### src/rtl/fetch_seq_pkg.sv
// Shared types and constants for the instruction-fetch sequencer.
// The state encoding and pc-update selects are used by the FSM and by pc_unit.
package fetch_seq_pkg;

  localparam int DEF_PC_W  = 8;
  localparam int DEF_IMM_W = 4;

  localparam int unsigned RESET_PC = 0;

  typedef enum logic [2:0] {
    ST_IDLE   = 3'd0,
    ST_FETCH  = 3'd1,
    ST_ISSUE  = 3'd2,
    ST_EXEC   = 3'd3,
    ST_HALTED = 3'd4
  } state_e;

  typedef enum logic [1:0] {
    PC_HOLD = 2'd0,
    PC_INC  = 2'd1,
    PC_ABS  = 2'd2,
    PC_REL  = 2'd3
  } pc_sel_e;

endpackage

### src/rtl/fetch_sequencer_pc_unit.sv
// Program counter register with its next-pc mux.
// Relative offsets are sign-extended and all arithmetic wraps modulo 2^PC_W.
module pc_unit
  import fetch_seq_pkg::*;
#(
  parameter int PC_W  = DEF_PC_W,
  parameter int IMM_W = DEF_IMM_W
) (
  input  logic             clk,
  input  logic             reset,
  input  pc_sel_e          sel_i,
  input  logic [PC_W-1:0]  abs_i,
  input  logic [IMM_W-1:0] rel_i,
  output logic [PC_W-1:0]  pc_o
);

  logic [PC_W-1:0]         pc_q;
  logic [PC_W-1:0]         pc_d;
  logic signed [IMM_W-1:0] rel_s;
  logic signed [PC_W-1:0]  rel_ext;

  assign rel_s   = rel_i;
  assign rel_ext = PC_W'(rel_s);

  always_comb begin
    pc_d = pc_q;
    case (sel_i)
      PC_INC:  pc_d = pc_q + PC_W'(1);
      PC_ABS:  pc_d = abs_i;
      PC_REL:  pc_d = pc_q + $unsigned(rel_ext);
      default: pc_d = pc_q;
    endcase
  end

  always_ff @(posedge clk) begin
    if (reset) begin
      pc_q <= PC_W'(RESET_PC);
    end else begin
      pc_q <= pc_d;
    end
  end

  assign pc_o = pc_q;

endmodule

### src/rtl/fetch_sequencer.sv
// Instruction-fetch sequencer: fetches one byte per instruction over a req/ready
// handshake, pulses load_ir, then applies halt/jump/branch once execution completes.
module fetch_sequencer
  import fetch_seq_pkg::*;
#(
  parameter int PC_W  = DEF_PC_W,
  parameter int IMM_W = DEF_IMM_W
) (
  input  logic             clk,
  input  logic             reset,
  input  logic             run,
  output logic             mem_req,
  output logic [PC_W-1:0]  mem_addr,
  input  logic             mem_ready,
  input  logic [7:0]       mem_data,
  output logic [7:0]       instr,
  output logic             load_ir,
  input  logic             exec_done,
  input  logic             halt,
  input  logic             jump,
  input  logic [PC_W-1:0]  jump_target,
  input  logic             branch,
  input  logic [IMM_W-1:0] branch_off,
  output logic [PC_W-1:0]  pc,
  output logic             halted
);

  state_e     state_q, state_d;
  pc_sel_e    pc_sel;
  logic [7:0] instr_q, instr_d;

  always_ff @(posedge clk) begin
    if (reset) begin
      state_q <= ST_IDLE;
      instr_q <= 8'h00;
    end else begin
      state_q <= state_d;
      instr_q <= instr_d;
    end
  end

  always_comb begin
    state_d = state_q;
    instr_d = instr_q;
    pc_sel  = PC_HOLD;
    case (state_q)
      ST_IDLE: begin
        if (run) state_d = ST_FETCH;
      end
      ST_FETCH: begin
        // Once issued, a fetch completes regardless of run.
        if (mem_ready) begin
          instr_d = mem_data;
          pc_sel  = PC_INC;
          state_d = ST_ISSUE;
        end
      end
      ST_ISSUE: begin
        state_d = ST_EXEC;
      end
      ST_EXEC: begin
        if (exec_done) begin
          if (halt) begin
            state_d = ST_HALTED;
          end else begin
            if (jump)        pc_sel = PC_ABS;
            else if (branch) pc_sel = PC_REL;
            state_d = run ? ST_FETCH : ST_IDLE;
          end
        end
      end
      ST_HALTED: begin
        state_d = ST_HALTED;
      end
      default: begin
        state_d = ST_IDLE;
      end
    endcase
  end

  pc_unit #(
    .PC_W  (PC_W),
    .IMM_W (IMM_W)
  ) u_pc (
    .clk   (clk),
    .reset (reset),
    .sel_i (pc_sel),
    .abs_i (jump_target),
    .rel_i (branch_off),
    .pc_o  (pc)
  );

  assign mem_req  = (state_q == ST_FETCH);
  assign mem_addr = mem_req ? pc : '0;
  assign load_ir  = (state_q == ST_ISSUE);
  assign halted   = (state_q == ST_HALTED);
  assign instr    = instr_q;

endmodule

### config.mk
export PLATFORM = sky130hd
export DESIGN_NAME = fetch_sequencer
export DESIGN_NICKNAME = d
export VERILOG_FILES = /design/src/rtl/fetch_seq_pkg.sv /design/src/rtl/fetch_sequencer_pc_unit.sv /design/src/rtl/fetch_sequencer.sv
export SDC_FILE = /design/constraint.sdc
export NUM_CORES = 1
export LEC_CHECK = 0
export ABC_AREA = 1
export BUFFER_PORTS_ARGS = -buffer_cell sky130_fd_sc_hd__buf_4
export CAP_MARGIN = 5
export CORE_MARGIN = 5
export CORE_UTILIZATION = 50
export CTS_BUF_LIST = sky130_fd_sc_hd__clkbuf_8
export DETAILED_ROUTE_END_ITERATION = 10
export PLACE_DENSITY = 0.83
export RECOVER_POWER = 25
export SLEW_MARGIN = 20
export SYNTH_ARGS = -nofsm -noshare
export SYNTH_HDL_FRONTEND = slang
export SYNTH_SLANG_ARGS = --single-unit
export TNS_END_PERCENT = 10
### constraint.sdc
create_clock -name clk -period 7.15 [get_ports clk]
set_clock_uncertainty 0.2 [all_clocks]
set_input_delay 0.715 -clock clk [delete_from_list [all_inputs] [get_ports clk]]
set_output_delay 0.715 -clock clk [all_outputs]
set_load 0.01 [all_outputs]
**Yosys cells after proc, flatten, opt, wreduce, memory -nomap -nowiden**

Index checks and enable logic that the tools add are counted.

- Register bits: 19
- Latch bits: 0
- Bits in writable memories: 0
- Memory bits (read-only): 0
- Input bits: 28
- Output and inout port bits: 27
- Logic and storage cells: 33
- Memories: 0

- $add $sub $neg: 2
- $mul: 0
- Divide/modulo/power cells: 0
- Order comparisons: 0
- Equal/unequal tests: 10
- Shift operators: 0
- Mux-type cells: 14
- Bitwise operators: 0
- Reduce and logical (&&, ||, !) cells: 4

Operators with widths:

| kind | count |
|---|---|
| 8-bit one-hot mux with 3 select lines | 1 |
| 3-bit one-hot mux with 5 select lines | 1 |
| 3-bit two-way mux | 4 |
| 8-bit by 1-bit adder with 8-bit output, second input constant | 1 |
| 8-bit adder | 1 |
| 2-bit two-way mux | 4 |
| 8-bit two-way mux | 1 |
| 3-bit by 2-bit == test with 1-bit output, second input constant | 2 |
| 2-bit == test, second input constant | 2 |
| 2-bit != test, second input constant | 2 |
| 2-bit one-hot mux with 2 select lines | 1 |
| 3-bit by 1-bit == test with 1-bit output, second input constant | 1 |
| 3-bit == test, second input constant | 1 |
| 3-bit zero test | 1 |
| 3-bit AND reduction | 1 |
| 3-bit nonzero test | 1 |
| 2-bit by 1-bit == test with 1-bit output, second input constant | 1 |
| 1-bit two-way mux | 2 |
| 2-bit by 1-bit != test with 1-bit output, second input constant | 1 |
| 2-bit AND reduction | 1 |

**Longest topological paths before layout**

- Word-level depth: 7
- Mapped depth: 18
- Depth with buffers taken out: 18

**Modules after synthesis**

From an unflattened synthesis, not the netlist that was laid out.

- Cell total of the unflattened synthesis: 217
- Area total of the unflattened synthesis: 1370.1 sq um

By module, submodules not included:

| module | instances | cells each | area an instance (sq um) | seq. area each (sq um) |
|---|---|---|---|---|
| pc_unit | 1 | 123 | 787.0 | 160.2 |
| fetch_sequencer | 1 | 94 | 583.1 | 220.2 |

**Least setup slack after synthesis**

No wires, ideal clock.

- Path kind: in2reg
- Start point: in jump
- End point: reg u_pc.pc_q[6], in the netlist u_pc.pc_o[6]
- Setup time: 127 ps
- Arrival: 2479 ps
- Required time: 6823 ps
- Setup slack: 4344 ps
- Cell stages on the path: 17
- Buffers on the path: 0
- Cell sequence: clkinv_1 nand2_1 nor2_1 nand2_1 or2_2 ha_1 inv_1 fa_1 inv_1 nand2_1 nor2_2 nand2_1 nand3_1 nand2_1 nand3_1 nand2_1 a21oi_2

- Longest elaborated chain between the ends: 6
- Elaborated cells on any way between the ends: 9
- Classes of those cells: 3 x eq/ne; 5 x mux; 1 x reduce/logical

Ends and longest elaborated chain:

| item | line | text |
|---|---|---|
| start, declared | fetch_sequencer.sv:20 | `input logic jump,` |
| 2-bit two-way mux (*) | fetch_sequencer.sv:66 | `if (jump) pc_sel = PC_ABS;` |
| 2-bit two-way mux (*) | fetch_sequencer.sv:63 | `if (halt) begin` |
| 2-bit two-way mux (*) | fetch_sequencer.sv:62 | `if (exec_done) begin` |
| 2-bit one-hot mux with 2 select lines (*) | fetch_sequencer.sv:46 | `case (state_q)` |
| 2-bit == test / 2-bit by 1-bit == test with 1-bit output (equally long branches) | fetch_sequencer_pc_unit.sv:27 | `case (sel_i)` |
| 8-bit one-hot mux with 3 select lines / 3-bit nonzero test (equally long branches) | -- |  |
| end signal, assigned | fetch_sequencer_pc_unit.sv:37 | `pc_q <= PC_W'(RESET_PC);` |
| end signal, assigned | fetch_sequencer_pc_unit.sv:39 | `pc_q <= pc_d;` |
| end, declared | fetch_sequencer_pc_unit.sv:17 | `logic [PC_W-1:0] pc_q;` |

Every way passes the cells marked *; elsewhere a longest branch is shown, timed or not.
A chain may end at the register's enable or synchronous reset.

**Final worst setup path**

Same ends and word-level chain as after synthesis.

==> metrics.txt <==
Post-synth EDFFs=0; synth warn=0; DRT iter0 DRCs=58; Clock transition at path regs=0.07 ns; Area contributors post-synth=dfxtp_1 (29%), nor2_1 (10%), inv_1 (8.3%); CP endpoint kind=flip-flop; ANT cells=0; top-area cell type share of the netlist area=29.2%; Synth async-reset ratio=0%; Post-Syn Instances=197; reg-to-reg startpoint=state_q[0]; CTS tree=built; status=finished, final reports clean; gp weighted congestion=roughly 0.89; PD cells=approximately 170 mW/mm²; first drt pass iteration count=4; Tcrit/Tclk final=40.1%; CP Launch Type=primary input; WP data required=7.10 ns; post-CTS sizing=0; per-cell routed wire length=12.3 µm; Crit Path Class=in -> reg; Worst VDD drop=0.000158 V; Root Driver=clkbuf_8; nets@finish=approximately 290; worst skew pair latency=0.25 ns; sink of the worst hold path=u_pc.pc_o[0]; CTS sink count=19; Pleak=0.000878 µW; critical path's most frequent cell=nand2_1; post-synth top area cell=dfxtp_1; Avg Vias per Cell=between 5 and 6; H-tree depth=1; final setup TNS=0 ns; hold path depth=2; Slew @ Worst Pin=0.546 ns; Synth Register Bits=19; Register-to-Register Path Depth=16; CP Cell Sequence=buf_4, clkinv_1, nand2_1, nor2_1, nand2_1, or2_2, ha_1, inv_1, fa_1, inv_1, nand2_1, nor2_2, nand2_1, nand3_1, nand2_1, nand3_1, nand2_1, a21oi_2; layout cells sized above 1=between 20% and 30%; drt drc=0; setup violators final=0; syn_nets=229; Unique masters post-synth=33; total grt overflow=0; Post-Route WL=between 3000 and 4000 µm; flop2flop setup slack=between 4 and 5 ns; largest net degree at the start of global routing=13; Horiz. Die Dim=61.1 µm; initial antenna violation count=0; Die Ht=61.1 µm; Routed Antenna Nets=0; total core area=around 0.0025 mm²; slowest cell on the critical path=nor2_1; CP max FO=5; HPWL after DPL=2770 µm; crit path time final=2.87 ns; Synth Flop Type=dfxtp_1; unrepaired setup endpoints after global routing=no; number of max-cap violations=0; CTS buffer count=3; Area growth syn-to-layout=33.4%; first-pass GRT wire length=about 5600 µm; post-CTS setup buffer count=0; Max-slew headroom=63.5%; Crit Reg-Reg Endpoint=u_pc.pc_o[6]; max incr delay on CP=0.32 ns; syn avg cell area=6.62 µm²; DIE AREA=0.00373 mm²; fmax=349 MHz; fin. max-slew vios=0; overall power=298 µW; hold buffers post-CTS=0; GRT Overall Usage=between 15 and 20%; Hold Path Origin=u_pc.pc_o[0]; final hold violations=0; CTS max path bufs=2; synthesized cell area=0.00130 mm²; IO Pins=55; Initial Util=52.6%; via count=1423; I/O Buffers=54; vias in the first global route=between 1000 and 1500; Seq/Total Area, Yosys=about 29%; # rows=18; Hold Crit Class=reg -> reg; arrival time worst endpoint=2.82 ns
placed cells by master (no fill, tap or decap), types with 2 or more instances in the layout:
cell,n
or2_2,2
inv_2,2
clkbuf_1,11
o21ai_0,19
buf_4,43
dfxtp_1,19
o21ai_1,3
nand3_4,2
clkinv_1,2
ha_1,3
a21oi_1,8
nor3_1,2
nand2_2,4
nor2_1,36
inv_1,29
nor2_4,3
clkbuf_8,3
nand4_1,5
a211oi_1,2
xor2_1,2
nand2_1,28
nand3_1,9
nor2_2,3
stage by stage:
step	hold slack [ns]	setup slack [ns]	cells	instance area [µm²]	utilization, %
global placement	0.294	4.12	278	1730	70.0
CTS	0.305	4.29	282	1780	71.9
global route	0.324	4.06	282	1740	70.2
finish	0.303	4.28	282	1740	70.2
detailed placement	0.294	4.06	278	1730	70.0
floorplan	0.311	4.34	197	1300	-
layout make-up:
cell class | instances | area (µm²)
Clock buffer | 3 | 41.3
Clock inverter | 1 | 5.00
Fill cell | 235 | 738
Inverter | 34 | 130
Multi-Input combinational cell | 141 | 781
Sequential cell | 19 | 380
Tap cell | 30 | 37.5
Timing Repair Buffer | 54 | 364
worst max-delay path by stage:
stage / to / cells past startpoint / slack (ns) / startpoint
after floorplan: u_pc.pc_o[6] / 17 / 4.34 / jump
after global placement: u_pc.pc_o[5] / 17 / 4.12 / jump
after detailed placement: u_pc.pc_o[6] / 18 / 4.06 / jump
after CTS: u_pc.pc_o[6] / 18 / 4.29 / jump
after global routing: u_pc.pc_o[6] / 18 / 4.06 / jump
final: u_pc.pc_o[6] / 18 / 4.28 / jump
power breakdown:
part / leakage (µW) / total [µW] / switching [µW] / internal (µW)
registers: 0.000155 / 128 / 10.6 / 118
clock network: 0.0000255 / 75.6 / 36.9 / 38.7
logic: 0.000698 / 94.0 / 54.9 / 39.1
critical path: cells and delay by family:
family / cells / cell delay, ns
simple gates: 11 / 1.40
fa+ha+maj: 2 / 0.40
buf+inv: 4 / 0.26
compound gates: 1 / 0.04
synthesized netlist by cell type (all sizes together), types with 3 or more instances:
cell type and n:
a21oi 9, nand4 5, dfxtp 19, nor2 43
ha 3, o21ai 22, nand2 33, nand3 11
inv 32
registers in the layout, indices dropped and copies added (netlist names):
signal,flops
state_q,3
u_pc.pc_o,8
instr,8
per-layer routing:
layer / track usage [%] / vias to the layer above / share of wire (%)
met4: 6.50 / 0 / 1.7
met2: 32.8 / 55 / 46
met1: 25.4 / 615 / 44
met5: 0 / - / 0
li1: - / 745 / -
met3: 4.19 / 8 / 8.2
cells by family (layout without fill, tap and decap cells):
| kind of cell | after synthesis | after routing | synth area share [%] |
|---|---|---|---|
| and+or+nand+nor | 96 | 96 | 37.0 |
| AOI/OAI and AO/OA | 38 | 38 | 16.4 |
| buffers and inverters | 37 | 92 | 10.9 |
| DFF | 19 | 19 | 29.2 |
| adders and majority gates | 4 | 4 | 4.41 |
| xor gates and xnor gates | 3 | 3 | 2.02 |
Power figures use the tool's default switching activity.
